File: config.mk
export PLATFORM = sky130hd
export DESIGN_NAME = opcode_phase_sequencer_flat
export DESIGN_NICKNAME = d
export VERILOG_FILES = /design/src/rtl/opcode_phase_sequencer_if.sv /design/src/rtl/opcode_phase_sequencer.sv /design/src/flat_wrapper.sv
export SDC_FILE = /design/constraint.sdc
export NUM_CORES = 1
export LEC_CHECK = 0
export ABC_AREA = 0
export CORE_UTILIZATION = 60
export DETAILED_ROUTE_END_ITERATION = 10
export DONT_BUFFER_PORTS = 1
export PLACE_DENSITY_LB_ADDON = 0.08
export SLEW_MARGIN = 20
export SYNTH_ARGS = -nofsm -noshare
export SYNTH_HDL_FRONTEND = slang
export SYNTH_SLANG_ARGS = --single-unit
File: constraint.sdc
create_clock -name CLK -period 5.6 [get_ports CLK]
set_clock_uncertainty 0.2 [all_clocks]
set_input_delay 1.4 -clock CLK [delete_from_list [all_inputs] [get_ports CLK]]
set_output_delay 1.4 -clock CLK [all_outputs]
set_load 0.01 [all_outputs]
File: src/rtl/opcode_phase_sequencer_if.sv
// Bus between the opcode phase sequencer and its memory/decoder neighbours.
// The sequencer takes the master modport; the surrounding logic takes the slave side.
interface opcode_phase_sequencer_if;
    logic [7:0] DataIn;
    logic       notWait;
    logic       PR_Reset_XPT;
    logic       P2_Set_CM1;
    logic       Fetch;
    logic       enable;
    logic [7:0] Source;
    logic [7:0] notSource;
    logic [4:0] XPT;
    logic [4:0] notXPT;
    logic       Prefix_CB;
    logic       Prefix_ED;
    logic       Prefix_IX;
    logic       Prefix_IY;
    logic       Fault;

    modport master (
        input  DataIn, notWait, PR_Reset_XPT, P2_Set_CM1,
        output Fetch, enable, Source, notSource, XPT, notXPT,
               Prefix_CB, Prefix_ED, Prefix_IX, Prefix_IY, Fault
    );

    modport slave (
        output DataIn, notWait, PR_Reset_XPT, P2_Set_CM1,
        input  Fetch, enable, Source, notSource, XPT, notXPT,
               Prefix_CB, Prefix_ED, Prefix_IX, Prefix_IY, Fault
    );
endinterface

File: src/rtl/opcode_phase_sequencer.sv
// M1 opcode fetch, prefix collection and execution-phase timer feeding the X1 decoder.
// Every output, including the complement rails, is a flop so the rails never glitch apart.
module opcode_phase_sequencer #(
    parameter int XPT_MAX = 31
) (
    input  logic                    CLK,
    input  logic                    notReset,
    opcode_phase_sequencer_if.master bus
);
    typedef enum logic [1:0] {RST, M1_T1, M1_T2, EXEC} state_t;

    state_t     state;
    logic       fetch;
    logic       enable;
    logic [7:0] source;
    logic [7:0] not_source;
    logic [4:0] xpt;
    logic [4:0] not_xpt;
    logic       prefix_cb;
    logic       prefix_ed;
    logic       prefix_ix;
    logic       prefix_iy;
    logic       fault;

    localparam logic [4:0] XPT_LIMIT = 5'(XPT_MAX);

    always_ff @(posedge CLK) begin
        if (!notReset) begin
            state      <= RST;
            fetch      <= 1'b0;
            enable     <= 1'b0;
            source     <= 8'h00;
            not_source <= 8'hFF;
            xpt        <= 5'd0;
            not_xpt    <= 5'h1F;
            prefix_cb  <= 1'b0;
            prefix_ed  <= 1'b0;
            prefix_ix  <= 1'b0;
            prefix_iy  <= 1'b0;
            fault      <= 1'b0;
        end else begin
            case (state)
                RST: begin
                    state <= M1_T1;
                    fetch <= 1'b1;
                end
                M1_T1: begin
                    state <= M1_T2;
                end
                M1_T2: begin
                    if (bus.notWait) begin
                        // Prefix bytes loop back for another fetch without touching Source
                        case (bus.DataIn)
                            8'hCB: begin
                                prefix_cb <= 1'b1;
                                state     <= M1_T1;
                            end
                            8'hED: begin
                                prefix_ed <= 1'b1;
                                state     <= M1_T1;
                            end
                            8'hDD: begin
                                prefix_ix <= 1'b1;
                                prefix_iy <= 1'b0;
                                state     <= M1_T1;
                            end
                            8'hFD: begin
                                prefix_iy <= 1'b1;
                                prefix_ix <= 1'b0;
                                state     <= M1_T1;
                            end
                            default: begin
                                source     <= bus.DataIn;
                                not_source <= ~bus.DataIn;
                                xpt        <= 5'd0;
                                not_xpt    <= 5'h1F;
                                fetch      <= 1'b0;
                                enable     <= 1'b1;
                                state      <= EXEC;
                            end
                        endcase
                    end
                end
                EXEC: begin
                    if (bus.notWait) begin
                        if (bus.P2_Set_CM1) begin
                            state     <= M1_T1;
                            fetch     <= 1'b1;
                            enable    <= 1'b0;
                            xpt       <= 5'd0;
                            not_xpt   <= 5'h1F;
                            prefix_cb <= 1'b0;
                            prefix_ed <= 1'b0;
                            prefix_ix <= 1'b0;
                            prefix_iy <= 1'b0;
                        end else if (bus.PR_Reset_XPT) begin
                            xpt     <= 5'd0;
                            not_xpt <= 5'h1F;
                        end else if (xpt < XPT_LIMIT) begin
                            xpt     <= xpt + 5'd1;
                            not_xpt <= ~(xpt + 5'd1);
                        end else begin
                            fault <= 1'b1;
                        end
                    end
                end
                default: begin
                    state  <= RST;
                    fetch  <= 1'b0;
                    enable <= 1'b0;
                end
            endcase
        end
    end

    assign bus.Fetch     = fetch;
    assign bus.enable    = enable;
    assign bus.Source    = source;
    assign bus.notSource = not_source;
    assign bus.XPT       = xpt;
    assign bus.notXPT    = not_xpt;
    assign bus.Prefix_CB = prefix_cb;
    assign bus.Prefix_ED = prefix_ed;
    assign bus.Prefix_IX = prefix_ix;
    assign bus.Prefix_IY = prefix_iy;
    assign bus.Fault     = fault;
endmodule

File: src/flat_wrapper.sv
// flat-port wrapper written by rule: the top's interface ports become plain ports
module opcode_phase_sequencer_flat 
#(
    parameter int XPT_MAX = 31
)
  (CLK, notReset, bus_DataIn, bus_notWait, bus_PR_Reset_XPT, bus_P2_Set_CM1, bus_Fetch, bus_enable, bus_Source, bus_notSource, bus_XPT, bus_notXPT, bus_Prefix_CB, bus_Prefix_ED, bus_Prefix_IX, bus_Prefix_IY, bus_Fault);
  opcode_phase_sequencer_if bus_i ();
  input  logic CLK;
  input  logic notReset;
  input wire logic [$bits(bus_i.DataIn)-1:0] bus_DataIn;
  input wire logic [$bits(bus_i.notWait)-1:0] bus_notWait;
  input wire logic [$bits(bus_i.PR_Reset_XPT)-1:0] bus_PR_Reset_XPT;
  input wire logic [$bits(bus_i.P2_Set_CM1)-1:0] bus_P2_Set_CM1;
  output wire logic [$bits(bus_i.Fetch)-1:0] bus_Fetch;
  output wire logic [$bits(bus_i.enable)-1:0] bus_enable;
  output wire logic [$bits(bus_i.Source)-1:0] bus_Source;
  output wire logic [$bits(bus_i.notSource)-1:0] bus_notSource;
  output wire logic [$bits(bus_i.XPT)-1:0] bus_XPT;
  output wire logic [$bits(bus_i.notXPT)-1:0] bus_notXPT;
  output wire logic [$bits(bus_i.Prefix_CB)-1:0] bus_Prefix_CB;
  output wire logic [$bits(bus_i.Prefix_ED)-1:0] bus_Prefix_ED;
  output wire logic [$bits(bus_i.Prefix_IX)-1:0] bus_Prefix_IX;
  output wire logic [$bits(bus_i.Prefix_IY)-1:0] bus_Prefix_IY;
  output wire logic [$bits(bus_i.Fault)-1:0] bus_Fault;
  assign bus_i.DataIn = bus_DataIn;
  assign bus_i.notWait = bus_notWait;
  assign bus_i.PR_Reset_XPT = bus_PR_Reset_XPT;
  assign bus_i.P2_Set_CM1 = bus_P2_Set_CM1;
  assign bus_Fetch = bus_i.Fetch;
  assign bus_enable = bus_i.enable;
  assign bus_Source = bus_i.Source;
  assign bus_notSource = bus_i.notSource;
  assign bus_XPT = bus_i.XPT;
  assign bus_notXPT = bus_i.notXPT;
  assign bus_Prefix_CB = bus_i.Prefix_CB;
  assign bus_Prefix_ED = bus_i.Prefix_ED;
  assign bus_Prefix_IX = bus_i.Prefix_IX;
  assign bus_Prefix_IY = bus_i.Prefix_IY;
  assign bus_Fault = bus_i.Fault;
  opcode_phase_sequencer #(.XPT_MAX(XPT_MAX)) u_core (.CLK(CLK), .notReset(notReset), .bus(bus_i));
endmodule
After elaboration in Yosys (flattened, before gate mapping)
Cells that the tools add are included.

Register bits: 35. Output and inout port bits: 33.

Bitwise logic cells: 6. Add/subtract/negate cells: 1. Equality and inequality tests: 15. Order comparisons: 1. Reductions and logical operators: 13. Mux-type cells: 41.

Operator list (number): 5-bit 2-to-1 mux (12); 5-bit AND reduction (7); 8-bit == test, second input constant (4); 5-bit case mux with 2 select lines (2); 1-bit 2-to-1 mux (14); 1-bit case mux with 2 select lines (7); 2-bit 2-to-1 mux (4); 2-bit inequality test, second input constant (4); 8-bit NOT (1); 2-bit case mux with 4 select lines (1); 3-bit AND reduction (2); 5-bit by 1-bit adder with 5-bit output, second input constant (1); 5-bit < comparator, second input constant (1); 5-bit NOT (1); 2-bit == test, second input constant (2); 2-bit by 1-bit inequality test with 1-bit output, second input constant (2); 4-bit by 3-bit inequality test with 1-bit output, second input constant (1); 1-bit NOT (4); 4-bit OR reduction (1); 3-bit by 1-bit inequality test with 1-bit output, second input constant (1); 1-bit case mux with 3 select lines (1); 3-bit nonzero test (1); 2-bit by 1-bit == test with 1-bit output, second input constant (1); 2-bit zero test (1); 2-bit nonzero test (1).

Depth between registers and ports, before layout
Gate-level depths: netlist of the first run.

Word-level depth: 7. Depth in mapped cells: 7.

Worst setup path after synthesis of the first run
Ideal clock, no wire load.

Path type: input-to-reg. Start: in bus_DataIn[4]. End: reg u_core.xpt[0], in the netlist u_core.bus.XPT[0]. Buffers on the path: 2. Cell stages on the path: 6. Required time: 5.279 ns. Data arrival time: 2.527 ns. Library setup time: 0.121 ns. Path slack: 2.752 ns. Cells stage by stage: nor4b_2 > a21o_1 > buf_6 > a31o_1 > buf_6 > mux2_4.

Longest elaborated chain between the ends: 4.

Ends and longest elaborated chain: from (decl) (RTL line flat_wrapper.sv:10) `input wire logic [$bits(bus_i.DataIn)-1:0] bus_DataIn;`; 8-bit == test (RTL line opcode_phase_sequencer.sv:53) `case (bus.DataIn)`; 4-bit OR reduction (no line) *; 2-bit inequality test (no line) *; 5-bit AND reduction (no line) *; to (signal assigned) (RTL line opcode_phase_sequencer.sv:100) `xpt <= xpt + 5'd1;`; to (decl) (RTL line opcode_phase_sequencer.sv:17) `logic [4:0] xpt;`.

Mark *: on every way between the ends. The rest lies on a longest branch, timed or not. A chain may end at the register's enable or synchronous reset.

Final worst setup path of the first run
Ends and elaborated chain as after synthesis.

==> run_results.csv, run 1 <==
group,metric,value,unit
clocking,cts_setup_buffers,0,
finish,synthToLayoutAreaGrowth,0.214,%
global_route,grt_overflow,0,
die,die_w,56.1,um
flow_run,max-cap-violations,0,
global_route,grt_max_degree,34,
placement,io_buffers,0,
placement,placedCellCount,206,
worst_setup_path,path_buf_inv,0,
finish,fin_cells,214,
power,comb_power_share,7.9,%
worst_setup_path,path_cells,"nor4b_2 -> a21o_1 -> a31o_1 -> mux2_4",
synthesis,netlist_instances,190,
worst_setup_path,cp-end-kind,"flip-flop",
synthesis,syn_nets,208,
synthesis,ys_ff_latch,35,
synthesis,ys_warn_count,0,
clocking,cts_made_buffers,5,
power,p_leak,0.747,nW
clocking,clockBufferDepth,2,
timing,finalSetupTns,0,ns
clocking,clk_latency,0.34,ns
die,dieArea,3140,um2
clocking,clk_pin_slew_worst_paths,0.11,ns
worst_setup_path,critPathArrivalTime,3.12,ns
placement,dp_hpwl,2.46,mm
global_route,grt_pass1_wl,5.93,mm
clocking,root_buffer,"clkbuf_4",
clocking,cts_max_level,2,
synthesis,synth_top_cell_area_share,39.9,%
timing,layout_min_cycle_time,3.08,ns
clocking,cts_tree,"built",
detailed_routing,viasPerCell,6.51,
die,core,2760,um2
die,initial_core_util,63.6,%
power,swShare,26.5,%
die,rows,19,
placement,pre_cts_ws,2.18,ns
die,ioPinCount,46,
timing,worst_slew_pin_slew,0.624,ns
detailed_routing,drtPass1Iterations,4,
global_route,grt_pass1_vias,1343,
power,netSwitchingPower,114,uW
synthesis,postSynth.asyncResetShare,0,%
finish,antenna_cells,0,
worst_setup_path,crit_family,"compound AO/OA/AOI/OAI gates",
worst_setup_path,critPathKind,"in -> reg",
finish,final_nets,200,
timing,fin_crit_sh,55.0,%
min_path,hold_path.class,"reg -> reg",
clocking,clock-sinks,35,
timing,hold_violations,0,
power,intPower,315,uW
power,pwr-share-seq,61.0,%
synthesis,yosysUniqueCellTypes,48,
timing,slew_violations,0,
worst_setup_path,critPathMaxFanout,18,
finish,multiInputGateArea,913,um2
die,die_h,56.1,um
worst_setup_path,start_kind,"input pin",
worst_setup_path,worst_path_largest_cell_delay,0.54,ns
detailed_routing,drt_iter0_drc,48,
finish,drive_above_1_share,10.4,%
run_status,outcome,"complete, no violations",
power,peakVddDrop,0.000199,V
finish,nFillCells,252,
power,power_frac_clock,31.1,%
synthesis,synth_area,1750,um2
synthesis,ys_top_cells_by_area,"dfxtp_1, mux2i_1, ha_1, inv_1, nand2_1",
power,power_per_cell_area,244,nW/um2
detailed_routing,wl_per_cell,16.7,um
global_route,antenna_found_initial,0,
timing,max-slew-margin-rel,58.4,%
synthesis,synth_edf_count,0,
synthesis,yosysTopAreaCell,"dfxtp_1",
global_route,track_usage,23.8,%
worst_setup_path,critPathRequiredTime,5.63,ns
finish,seq_area,701,um2
detailed_routing,drc,0,
placement,place.gp.congestion,0.819,
synthesis,seq_area_frac_synth,39.9,%
synthesis,yosys_most_used_dff,"dfxtp_1",
synthesis,avgSynthCellArea,9.23,um2
clocking,cts-resized-gates,0,
timing,worst_slack,2.52,ns
timing,rsz0062_at_grt,"no",
timing,setup_viol,0,
detailed_routing,final_antenna_net_count,0,
worst_setup_path,critPathSlowestCell,"a31o_1",
detailed_routing,vias,1393,
clocking,postCtsHoldBufs,0,
timing,timing.fmax,324,MHz
detailed_routing,wirelength,3.58,mm
## cells in the mapped netlist, drive strengths merged, types with 2 or more instances
cell type,count
a21boi,3
o221ai,2
o221a,5
o211ai,2
buf,8
a21oi,6
a31oi,6
inv,14
and4,2
or2,2
mux2i,8
nor3,2
a31o,6
ha,5
nand2b,2
a311oi,4
mux2,2
o2bb2ai,2
a21o,3
o21ai,3
a41oi,3
nand3,8
dfxtp,35
nor2,12
a41o,2
xnor2,3
nand2,14
a211oi,6
nor2b,2
clkbuf,7
## layer usage
metal,vias to the layer above,GRT usage (%),routed length (um)
li1,680,-,-
met1,657,28.2,1580
met2,46,38.1,1700
met3,10,7.44,232
met4,0,12.9,70
met5,-,0,0
## state kept, by name, summed over array words and instances, names as in the netlist
signal                cells
u_core.bus.Source         8
u_core.bus.notSource      8
u_core.bus.XPT            5
u_core.bus.notXPT         5
u_core.state              2
u_core.bus.Fault          1
u_core.bus.Fetch          1
u_core.bus.Prefix_CB      1
u_core.bus.Prefix_ED      1
u_core.bus.Prefix_IX      1
u_core.bus.Prefix_IY      1
u_core.bus.enable         1
## path summary, 6_finish.rpt
path	start	to	slack [ns]	cells past startpoint
max	bus_DataIn[4]	u_core.bus.XPT[0]	2.52	4
min	u_core.bus.Source[6]	u_core.bus.Source[6]	0.30	2
max reg2reg	u_core.state[0]	u_core.bus.XPT[0]	3.07	6
min reg2reg	u_core.bus.Source[6]	u_core.bus.Source[6]	0.30	2
## stage by stage
stage | total power [mW] | hold WS, ns | area (um2) | utilization, %
after floorplan | 0.300 | 0.270 | 1750 | -
after global placement | 0.299 | 0.284 | 1710 | 61.8
after detailed placement | 0.301 | 0.287 | 1710 | 61.8
after CTS | 0.430 | 0.307 | 1760 | 63.7
after global routing | 0.446 | 0.327 | 1760 | 63.7
final | 0.429 | 0.305 | 1760 | 63.7
## cells in the final DEF (no fill, tap or decap), types with 2 or more instances in the layout
master and n:
o221a_1 2, a41oi_1 3, dfxtp_1 35, mux2_4 2, a21o_1 3, a31o_2 3
o221ai_1 2, nor2b_1 2, a41o_1 2, and4_1 2, clkinv_2 3, nor3_1 2
o221a_2 3, clkbuf_4 5, o2bb2ai_1 2, a31o_1 3, a31oi_1 6, inv_1 14
a21oi_1 6, xnor2_1 3, o21ai_0 2, nand2_1 14, nand2b_1 2, a211oi_1 6
a21boi_0 2, nand3_1 8, ha_1 5, a311oi_1 4, mux2i_1 8, o211ai_1 2
nor2_1 12
## worst min-delay path: cells and delay by family, from the launching register on
| family | cells | cell delay, ns |
|---|---|---|
| flops | 1 | 0.36 |
| buf+inv | 1 | 0.06 |
| compound gates | 1 | 0.05 |
## power by group through the flow
stage | clock network, mW | logic [mW] | registers (mW)
after floorplan | 0 | 0.0333 | 0.266
final | 0.133 | 0.0338 | 0.262
after CTS | 0.135 | 0.0339 | 0.262
after detailed placement | 0 | 0.0338 | 0.268
after global routing | 0.146 | 0.0379 | 0.263
after global placement | 0 | 0.0320 | 0.267
## logic make-up (layout without fill, tap and decap cells)
family	after synthesis	count (layout)	synth area share, %
and+or+nand+nor	51	51	15.1
buffers and inverters	29	22	7.99
AOI/OAI and AO/OA	57	57	25.7
muxes	10	10	6.28
xor gates and xnor gates	3	3	1.50
adders and majority gates	5	5	3.57
DFF	35	35	39.9
## cell type report
type | instances | share of cell area, %
Tap cell | 31 | 2.21
Multi-Input combinational cell | 126 | 52.0
Sequential cell | 35 | 39.9
Clock buffer | 5 | 2.14
Clock inverter | 3 | 0.854
Inverter | 14 | 2.99
No activity file was read; power rests on OpenSTA's default activity.
==> inputs of run 2 (changes only) <==
--- a/config.mk
+++ b/config.mk
@@ -6,7 +6,7 @@
 export NUM_CORES = 1
 export LEC_CHECK = 0
 export ABC_AREA = 0
-export CORE_UTILIZATION = 60
+export CORE_UTILIZATION = 56
 export DETAILED_ROUTE_END_ITERATION = 10
 export DONT_BUFFER_PORTS = 1
 export PLACE_DENSITY_LB_ADDON = 0.08
==> constraint.sdc (replaced) <==
create_clock -name CLK -period 2.6 [get_ports CLK]
set_clock_uncertainty 0.2 [all_clocks]
set_input_delay 0.65 -clock CLK [delete_from_list [all_inputs] [get_ports CLK]]
set_output_delay 0.65 -clock CLK [all_outputs]
set_load 0.01 [all_outputs]
==> run_results.csv, run 2 (synthesis results as in run 1) <==
group,metric,value,unit
worst_setup_path,start_kind,"flip-flop",
global_route,grt_overflow,0,
worst_setup_path,rr_startpoint,"u_core.state[0]",
power,power_per_cell_area,570,nW/um2
detailed_routing,wl_per_cell,16.0,um
timing,worst_slew_pin_slew,0.545,ns
clocking,cts_setup_buffers,0,
worst_setup_path,critPathMaxFanout,10,
worst_setup_path,path_cells,"ha_1 -> o21ai_1 -> a41o_1 -> a31o_1 -> buf_4 -> mux2i_1",
die,rows,19,
timing,timing.fmax,441,MHz
timing,setup_viol,0,
power,comb_power_share,7.4,%
power,netSwitchingPower,237,uW
finish,final_cell_mix,"dfxtp_1, inv_1, nand2_1",
detailed_routing,final_antenna_net_count,0,
detailed_routing,wirelength,3.51,mm
detailed_routing,drt_iter0_drc,41,
finish,antenna_cells,0,
die,initial_core_util,61.5,%
die,core,2850,um2
worst_setup_path,r2r_setup_slack,0.33,ns
detailed_routing,drtPass1Iterations,7,
finish,drive_above_1_share,13.2,%
power,p_leak,0.790,nW
placement,dp_hpwl,2.55,mm
detailed_routing,wl_met1,1.55,mm
power,power,1.05,mW
clocking,clockBufferDepth,2,
clocking,root_buffer,"clkbuf_4",
timing,layout_min_cycle_time,2.27,ns
clocking,cts-resized-gates,0,
global_route,grt_pass1_wl,5.89,mm
die,die_w,58.0,um
die,ioPinCount,46,
power,intPower,810,uW
worst_setup_path,cp-end-kind,"flip-flop",
detailed_routing,drc,2,
worst_setup_path,critPathRequiredTime,2.67,ns
run_status,violations,"DRC",
timing,whs,0.200,ns
run_status,outcome,"finished with violations",
power,pwr-share-seq,53.9,%
finish,mostFrequentLayoutCell,"dfxtp_1",
worst_setup_path,reg2reg_to,"u_core.bus.notXPT[2]",
clocking,cts_max_level,2,
finish,nFillCells,252,
power,peakVddDrop,0.000372,V
worst_setup_path,critPathKind,"reg -> reg",
power,power_frac_clock,38.7,%
placement,io_buffers,0,
clocking,cts_tree,"built",
finish,final_nets,206,
worst_setup_path,worstSetupStartpoint,"u_core.state[0]",
global_route,grt_pass1_vias,1302,
clocking,postCtsHoldBufs,0,
timing,fin_crit_sh,87.3,%
clocking,clk_latency,0.33,ns
worst_setup_path,reg2reg_depth,6,
power,swShare,22.6,%
worst_setup_path,critPathSlowestCell,"o21ai_1",
clocking,clock-sinks,35,
timing,slew_violations,0,
global_route,antenna_found_initial,0,
worst_setup_path,cp-endpoint,"u_core.bus.notXPT[2]",
detailed_routing,viasPerCell,6.17,
global_route,grt_max_degree,34,
detailed_routing,wl_met3,278,um
detailed_routing,vias,1358,
timing,finalSetupTns,0,ns
finish,final_util,64.4,%
flow_run,max-cap-violations,0,
min_path,hold_path.class,"in -> reg",
clocking,cts_made_buffers,5,
worst_setup_path,critPathArrivalTime,2.34,ns
worst_setup_path,worst_path_largest_cell_delay,0.49,ns
finish,synthToLayoutAreaGrowth,4.71,%
die,die_h,58.0,um
detailed_routing,met2_length,1.64,mm
global_route,track_usage,22.6,%
placement,place.gp.congestion,0.794,
timing,rsz0062_at_grt,"no",
detailed_routing,routed.top_layer,"met4",
timing,hold_violations,0,
clocking,clk_pin_slew_worst_paths,0.10,ns
die,dieArea,3360,um2
timing,max-slew-margin-rel,63.4,%
-- run 2: worst max-delay path: cells and delay by family, from the launching register on --
family                     cells  cell delay [ns]
AOI/OAI and AO/OA              3             0.92
adders and majority gates      1             0.33
buffers and inverters          1             0.20
DFF                            1             0.36
muxes                          1             0.19
-- run 2: power by group through the flow --
stage / registers (mW) / clock network (mW) / logic [mW]
finish: 0.564 / 0.405 / 0.0777
global route: 0.566 / 0.444 / 0.0869
CTS: 0.564 / 0.414 / 0.0782
detailed placement: 0.576 / 0 / 0.0773
global placement: 0.576 / 0 / 0.0741
floorplan: 0.574 / 0 / 0.0717
-- run 2: worst min path at each step --
stage	from	endpoint	slack, ns	cells after the start
after floorplan	u_core.bus.Source[6]	u_core.bus.Source[6]	0.27	2
after global placement	u_core.bus.Source[6]	u_core.bus.Source[6]	0.28	2
after detailed placement	u_core.bus.Source[6]	u_core.bus.Source[6]	0.29	2
after CTS	notReset	u_core.bus.notSource[3]	0.18	1
after global routing	notReset	u_core.bus.notSource[3]	0.17	1
final	notReset	u_core.bus.notSource[3]	0.20	1
-- run 2: stage by stage --
stage / cell area [um2] / std cells / setup WS (ns)
after floorplan: 1750 / 190 / 0.502
after global placement: 1750 / 212 / 0.470
after detailed placement: 1750 / 212 / 0.388
after CTS: 1840 / 220 / 0.343
after global routing: 1840 / 220 / 0.202
final: 1840 / 220 / 0.330
-- run 2: layout make-up --
class                      instances  area, um2  share of cell area [%]
multi-input combinational        126        913                    49.7
clock buffer                       6       51.3                    2.79
tap                               31       38.8                    2.11
sequential                        35        701                    38.1
inverter                          14       52.6                    2.86
timing repair buffer               6       45.0                    2.45
clock inverter                     2       35.0                    1.91
-- run 2: routing by layer --
layer | vias up | GRT usage, %
li1 | 700 | -
met4 | 0 | 7.14
met1 | 610 | 29.2
met2 | 42 | 35.3
met3 | 6 | 8.26
met5 | - | 0
